<file path="src/rtl/alu_pkg.sv">
`default_nettype none
// ============================================================================
// Module      : alu_pkg
// Description : Op codes, FSM states and op classification for multicycle_alu.
// Revision    : 1.0 - initial release
// ============================================================================
package alu_pkg;

    typedef enum logic [3:0] {
        OP_ADD   = 4'h0,
        OP_SUB   = 4'h1,
        OP_AND   = 4'h2,
        OP_OR    = 4'h3,
        OP_XOR   = 4'h4,
        OP_SLT   = 4'h5,
        OP_SLTU  = 4'h6,
        OP_SLL   = 4'h7,
        OP_SRL   = 4'h8,
        OP_SRA   = 4'h9,
        OP_MUL   = 4'hA,
        OP_DIVU  = 4'hB,
        OP_REMU  = 4'hC,
        OP_RSV13 = 4'hD,
        OP_RSV14 = 4'hE,
        OP_RSV15 = 4'hF
    } alu_op_t;

    typedef enum logic [1:0] {
        ST_IDLE = 2'd0,
        ST_RUN  = 2'd1,
        ST_DONE = 2'd2
    } alu_state_t;

    function automatic logic is_multicycle(input alu_op_t op);
        return (op == OP_MUL) || (op == OP_DIVU) || (op == OP_REMU);
    endfunction

endpackage
`default_nettype wire

</file>
<file path="src/rtl/mul_div_iter.sv">
`default_nettype none
// ============================================================================
// Module      : mul_div_iter
// Description : Bit-serial shift-add multiplier / restoring divider with counter.
// Revision    : 1.0 - initial release
// ============================================================================
module mul_div_iter
    import alu_pkg::*;
#(
    parameter int DATA_WIDTH = 32
) (
    input  logic                  clk,
    input  logic                  rst,
    input  logic                  load_i,
    input  logic [3:0]            op_i,
    input  logic [DATA_WIDTH-1:0] op_a_i,
    input  logic [DATA_WIDTH-1:0] op_b_i,
    output logic                  last_o,
    output logic [DATA_WIDTH-1:0] result_o
);

    localparam int c_cnt_w = $clog2(DATA_WIDTH);

    logic [c_cnt_w-1:0]    cnt_q;
    logic                  active_q;
    alu_op_t               op_q;
    logic [DATA_WIDTH-1:0] acc_q, x_q, y_q;
    logic [DATA_WIDTH-1:0] acc_d, x_d, y_d;
    logic [DATA_WIDTH:0]   w_shift, w_diff;

    // MUL: acc += x when y[0]; x shifts left, y shifts right.
    // DIVU/REMU: acc is the partial remainder, x shifts dividend out / quotient in.
    always_comb begin
        acc_d   = acc_q;
        x_d     = x_q;
        y_d     = y_q;
        w_shift = {acc_q, x_q[DATA_WIDTH-1]};
        w_diff  = w_shift - {1'b0, y_q};
        if (op_q == OP_MUL) begin
            acc_d = acc_q + (y_q[0] ? x_q : '0);
            x_d   = x_q << 1;
            y_d   = y_q >> 1;
        end else begin
            acc_d = w_diff[DATA_WIDTH] ? w_shift[DATA_WIDTH-1:0] : w_diff[DATA_WIDTH-1:0];
            x_d   = {x_q[DATA_WIDTH-2:0], ~w_diff[DATA_WIDTH]};
        end
    end

    // Result reflects the iteration being applied this cycle, so the final
    // value is available on the same edge as the last step.
    assign result_o = (op_q == OP_DIVU) ? x_d : acc_d;
    assign last_o   = active_q && (cnt_q == '0);

    always_ff @(posedge clk) begin
        if (rst) begin
            active_q <= 1'b0;
            cnt_q    <= '0;
            op_q     <= OP_ADD;
            acc_q    <= '0;
            x_q      <= '0;
            y_q      <= '0;
        end else if (load_i) begin
            active_q <= 1'b1;
            cnt_q    <= c_cnt_w'(DATA_WIDTH - 1);
            op_q     <= alu_op_t'(op_i);
            acc_q    <= '0;
            x_q      <= op_a_i;
            y_q      <= op_b_i;
        end else if (active_q) begin
            acc_q <= acc_d;
            x_q   <= x_d;
            y_q   <= y_d;
            cnt_q <= cnt_q - 1'b1;
            if (cnt_q == '0) begin
                active_q <= 1'b0;
            end
        end
    end

endmodule
`default_nettype wire

</file>
<file path="src/rtl/multicycle_alu.sv">
`default_nettype none
// ============================================================================
// Module      : multicycle_alu
// Description : Clocked ALU with single-cycle ops and iterative MUL/DIVU/REMU.
// Revision    : 1.0 - initial release
// ============================================================================
module multicycle_alu
    import alu_pkg::*;
#(
    parameter int DATA_WIDTH = 32
) (
    input  logic                  clk,
    input  logic                  rst,
    input  logic                  start,
    input  logic [3:0]            alucontrol,
    input  logic [DATA_WIDTH-1:0] aluop1,
    input  logic [DATA_WIDTH-1:0] aluop2,
    output logic [DATA_WIDTH-1:0] aluout,
    output logic                  zero,
    output logic                  done,
    output logic                  busy
);

    localparam int c_sh_w = $clog2(DATA_WIDTH);

    alu_state_t            state_q;
    logic [DATA_WIDTH-1:0] aluout_q;
    logic                  zero_q, done_q, busy_q;

    alu_op_t               w_op;
    logic [c_sh_w-1:0]     w_shamt;
    logic [DATA_WIDTH-1:0] w_single;
    logic [DATA_WIDTH-1:0] w_iter_result;
    logic                  w_iter_last;
    logic                  w_accept;
    logic                  w_load;

    assign w_op     = alu_op_t'(alucontrol);
    assign w_shamt  = aluop2[c_sh_w-1:0];
    assign w_accept = (state_q == ST_IDLE) || (state_q == ST_DONE);
    assign w_load   = start && w_accept && is_multicycle(w_op);

    always_comb begin
        w_single = '0;
        case (w_op)
            OP_ADD:  w_single = aluop1 + aluop2;
            OP_SUB:  w_single = aluop1 - aluop2;
            OP_AND:  w_single = aluop1 & aluop2;
            OP_OR:   w_single = aluop1 | aluop2;
            OP_XOR:  w_single = aluop1 ^ aluop2;
            OP_SLT:  w_single = {{(DATA_WIDTH-1){1'b0}}, $signed(aluop1) < $signed(aluop2)};
            OP_SLTU: w_single = {{(DATA_WIDTH-1){1'b0}}, aluop1 < aluop2};
            OP_SLL:  w_single = aluop1 << w_shamt;
            OP_SRL:  w_single = aluop1 >> w_shamt;
            OP_SRA:  w_single = $signed(aluop1) >>> w_shamt;
            default: w_single = '0;
        endcase
    end

    mul_div_iter #(
        .DATA_WIDTH (DATA_WIDTH)
    ) u_iter (
        .clk      (clk),
        .rst      (rst),
        .load_i   (w_load),
        .op_i     (alucontrol),
        .op_a_i   (aluop1),
        .op_b_i   (aluop2),
        .last_o   (w_iter_last),
        .result_o (w_iter_result)
    );

    always_ff @(posedge clk) begin
        if (rst) begin
            state_q  <= ST_IDLE;
            aluout_q <= '0;
            zero_q   <= 1'b1;
            done_q   <= 1'b0;
            busy_q   <= 1'b0;
        end else begin
            unique case (state_q)
                ST_IDLE, ST_DONE: begin
                    done_q <= 1'b0;
                    busy_q <= 1'b0;
                    if (start) begin
                        if (is_multicycle(w_op)) begin
                            state_q <= ST_RUN;
                            busy_q  <= 1'b1;
                        end else begin
                            state_q  <= ST_DONE;
                            done_q   <= 1'b1;
                            aluout_q <= w_single;
                            zero_q   <= (w_single == '0);
                        end
                    end else begin
                        state_q <= ST_IDLE;
                    end
                end
                ST_RUN: begin
                    done_q <= 1'b0;
                    if (w_iter_last) begin
                        state_q  <= ST_DONE;
                        done_q   <= 1'b1;
                        busy_q   <= 1'b0;
                        aluout_q <= w_iter_result;
                        zero_q   <= (w_iter_result == '0);
                    end
                end
                default: begin
                    state_q <= ST_IDLE;
                    done_q  <= 1'b0;
                    busy_q  <= 1'b0;
                end
            endcase
        end
    end

    assign aluout = aluout_q;
    assign zero   = zero_q;
    assign done   = done_q;
    assign busy   = busy_q;

endmodule
`default_nettype wire

</file>
<file path="config.mk">
export PLATFORM = sky130hd
export DESIGN_NAME = multicycle_alu
export DESIGN_NICKNAME = d
export VERILOG_FILES = /design/src/rtl/alu_pkg.sv /design/src/rtl/mul_div_iter.sv /design/src/rtl/multicycle_alu.sv
export SDC_FILE = /design/constraint.sdc
export NUM_CORES = 1
export LEC_CHECK = 0
export BUFFER_PORTS_ARGS = -buffer_cell sky130_fd_sc_hd__buf_4
export CAP_MARGIN = 40
export CORE_ASPECT_RATIO = 1.5
export CORE_MARGIN = 1
export CORE_UTILIZATION = 45
export DETAILED_ROUTE_END_ITERATION = 12
export PLACE_DENSITY_LB_ADDON = 0.3
export RECOVER_POWER = 100
export SLEW_MARGIN = 10
export SYNTH_ARGS = -nofsm -noshare
export SYNTH_HDL_FRONTEND = slang
export SYNTH_SLANG_ARGS = --single-unit
</file>
<file path="constraint.sdc">
create_clock -name clk -period 7 [get_ports clk]
set_input_delay 1.4 -clock clk [delete_from_list [all_inputs] [get_ports clk]]
set_output_delay 1.4 -clock clk [all_outputs]
set_load 0.01 [all_outputs]
</file>
==> flow_summary.yaml <==
yosys:
  synth.distinct_cells: 101
  yosys.area_share.xor_xnor_pct: 2.990
  synth-edff-count: 0
  synth-async-reset-ratio_pct: 0
  avgSynthCellArea_sq_um: 7.159
  yosysSeqAreaShare_pct: 13.96
  yosys_register_bits: 143
  synth_fa_ha_area_share_pct: 10.52
  yosysTopAreaCellShare_pct: 13.96
  synth_area_sq_um: 20500
  synth.area.top_cells: "dfxtp_1 (14%), ha_1 (10%), mux2i_1 (6.4%)"
  ys_warn_count: 0
  synth_nets: 3105
  synth_top_family_by_area: "compound AO/OA/AOI/OAI gates"
  synth_compound_area_share_pct: 32.58
  postSynthCellCount: 2864
  muxShareOfSynthArea_pct: 12.21
  yosys.area_share.simple_pct: 20.75
  synth_top_flop_cell: "dfxtp_1"
  synth_area_leader_cell: "dfxtp_1"
sta:
  rsz0062_at_grt: "no"
  hold_violations: 0
  slew_headroom_pct: -33.67
  slew_violations: 51
  fin_skew_ns: 0.01335
  holdWs_ns: 0.4531
  fmax_mhz: 151.2
  fin_tns_setup_ns: 0
  period_share_pct: 94.46
  setup_violations: 0
  min_period_ns: 6.612
  tightest_slew_ns: 2.005
cells_and_area:
  final_cell_mix: "nor2_1 (311), nand2_1 (262), a21oi_1 (256)"
  layout_commonest_cell: "nor2_1"
  synthToLayoutAreaGrowth_pct: 8.915
  stdcell_count: 3474
  nNetsFinal: 3115
  drive_above_1_share_pct: 10.63
  fin_area_sq_um: 22330
cts:
  cts_resized: 0
  postCtsHoldBufs: 0
  clockBufferDepth: 2
  tritoncts: "built"
  root_buffer: "clkbuf_16"
  clock-sinks: 143
  htree_levels: 4
  clkLatencyLatePin_ns: 0.45
  cts_buffers: 17
  cts_setup_buffers: 0
  cts.reportedPaths.clkPinSlew_ns: 0.07
drt:
  drc_errors: 0
  dr.pass1.iters: 8
  routedWlPerCell_microns: 31.14
  vias_per_cell: 7.000
  drtAntennaViolNets: 0
  first_iter_violations: 3118
  finalWirelength_microns: 108200
  vias: 24320
power_and_ir_drop:
  power_leakage_nw: 9.277
  power-per-cell-area_nw_per_um2: 168.6
  vdd_ir_drop_max_mv: 0.1852
global_route:
  grt-ovfl-total: 0
  grt_pass1_vias: 23380
  grt_max_degree: 70
  grt_first_pass_wirelength_microns: 157500
  antenna_found_initial: 10
  grt_usage_pct: 46.33
critical_path:
  path_depth: 14
  rr_endpoint: "zero$_SDFFE_PP1P_"
  worst-path-max-fanout: 23
  crit_start: "alucontrol[1]"
  crit_end: "zero$_SDFFE_PP1P_"
  reg2reg_slack_ns: 2.05
  crit_buf_inv: 2
  cp.required_ns: 7.34
  critPathSlowestCell: "a2111oi_0"
  worst_path_largest_cell_delay_ns: 0.83
  setup.worst_path.end_class: "flip-flop"
  crit_type: "in2reg"
  r2r-start: "u_iter.x_q[31]$_SDFFE_PP0P_"
  crit_chain: "clkbuf_1, and4b_1, clkbuf_1, nand2_1, nor2_1, a2111oi_0, o21ba_2, a2111oi_0, nand4_1, nor3_1, nand4_1, nor4_1, a31oi_1, o41ai_1"
  cp-start-kind: "input port"
  cp.arrival_ns: 6.95
  reg2reg_depth: 18
  worst_path_dominant_cell_family: "simple AND/OR/NAND/NOR gates"
placement:
  numPortBuffers: 105
  dp_hpwl_microns: 82890
  place_area_sq_um: 21840
  place_congestion: 1.160
  dp_cells: 3425
min_path:
  hold_class: "reg2reg"
status:
  outcome: "complete, but fails checks"
  violations: "capacitance limit, slew limit"
floorplanning:
  io_pins: 106
  die_w_microns: 176.3
  die_h_microns: 263.4
  initial_core_util_pct: 45.64
  die_area_sq_um: 46440
  fp.coreArea_sq_um: 44930
  rows: 95
flow_run:
  cap_violations: 2
## cells by family after synthesis
group           count (synthesis)
flops                         143
fa+ha+maj                     170
compound gates               1000
xor+xnor                       70
mux                           209
buf+inv                       360
simple gates                  912
## cells in the mapped netlist (12+ instances only)
library cell and number:
o21bai_1 19, nor4_1 17, o31ai_1 19, mux2i_1 132, and3_1 16, o221ai_1 20, a211oi_1 116, nand2_1 263
mux2_2 42, o211ai_1 31, nor2b_1 24, a21o_1 44, buf_1 28, xor2_1 26, mux4_2 28, nand4_1 31
nand2b_1 35, nor2_1 312, a22oi_1 18, or2_2 14, xnor2_1 44, o22ai_1 32, o21a_1 24, inv_1 159
a31oi_1 34, a21oi_1 256, nor3_1 46, ha_1 166, o2111ai_1 19, a221oi_1 18, o21ai_0 183, clkbuf_1 140
dfxtp_1 143, buf_2 20, or3_1 12, nand3_1 55, and2_1 42
## where the power goes
group          leakage (nW)  switching (mW)  total (mW)  internal (mW)
Sequential             1.17          0.0500       0.909          0.859
Clock                 0.288           0.442       0.926          0.484
Combinational          7.82            1.27        1.93          0.655
## state kept, by name, indices dropped and copies added (netlist names), 2 cells and up
signal,cells
u_iter.y_q,32
u_iter.x_q,32
u_iter.cnt_q,5
u_iter.acc_q,32
u_iter.op_q,4
aluout,32
state_q,2
## layout make-up
class / count / area, sq um
sequential: 143 / 2867
multi-input combinational: 2361 / 16270
inverter: 163 / 611.8
clock buffer: 18 / 439.2
clock inverter: 14 / 137.6
fill: 4613 / 22600
antenna: 5 / 12.51
timing repair buffer: 188 / 1267
tap: 582 / 728.2
## how the worst min path moves through the flow
stage,endpoint,startpoint,cells past startpoint
2_1_floorplan,u_iter.op_q[3]$_SDFFE_PP0P_,u_iter.op_q[3]$_SDFFE_PP0P_,2
3_5_place_dp,aluout[5]$_SDFFE_PP0P_,aluout[5]$_SDFFE_PP0P_,2
5_1_grt,aluout[21]$_SDFFE_PP0P_,aluout[21]$_SDFFE_PP0P_,2
6_report,aluout[5]$_SDFFE_PP0P_,aluout[5]$_SDFFE_PP0P_,2
3_3_place_gp,aluout[20]$_SDFFE_PP0P_,aluout[20]$_SDFFE_PP0P_,2
4_1_cts,aluout[5]$_SDFFE_PP0P_,aluout[5]$_SDFFE_PP0P_,2
## worst register-to-register path, delay by kind of cell (launching register included)
| kind | cells | cell delay, ns |
|---|---|---|
| and+or+nand+nor | 6 | 1.29 |
| AOI/OAI and AO/OA | 5 | 1.10 |
| DFF | 1 | 0.54 |
| muxes | 1 | 0.39 |
| adders and majority gates | 2 | 0.63 |
| buffers and inverters | 4 | 0.88 |
## per-layer routing
metal | part of all wire (%) | global-route usage (%) | vias to the layer above
met3 | 8.5 | 11.02 | 545
li1 | - | - | 10640
met2 | 47 | 75.58 | 1628
met5 | 0.055 | 0 | -
met4 | 10 | 41.06 | 8
met1 | 34 | 49.47 | 11500
## through the flow
step           utilization [%]  setup WS, ns  total power [mW]
6_report                 49.70        0.3876             3.765
4_1_cts                  49.89         1.262             3.686
5_1_grt                  49.68        0.5616             3.885
2_1_floorplan                -         1.566             2.099
3_5_place_dp             48.60        0.8375             2.766
3_3_place_gp             48.44        0.9039             2.753
Power figures use the tool's default switching activity.
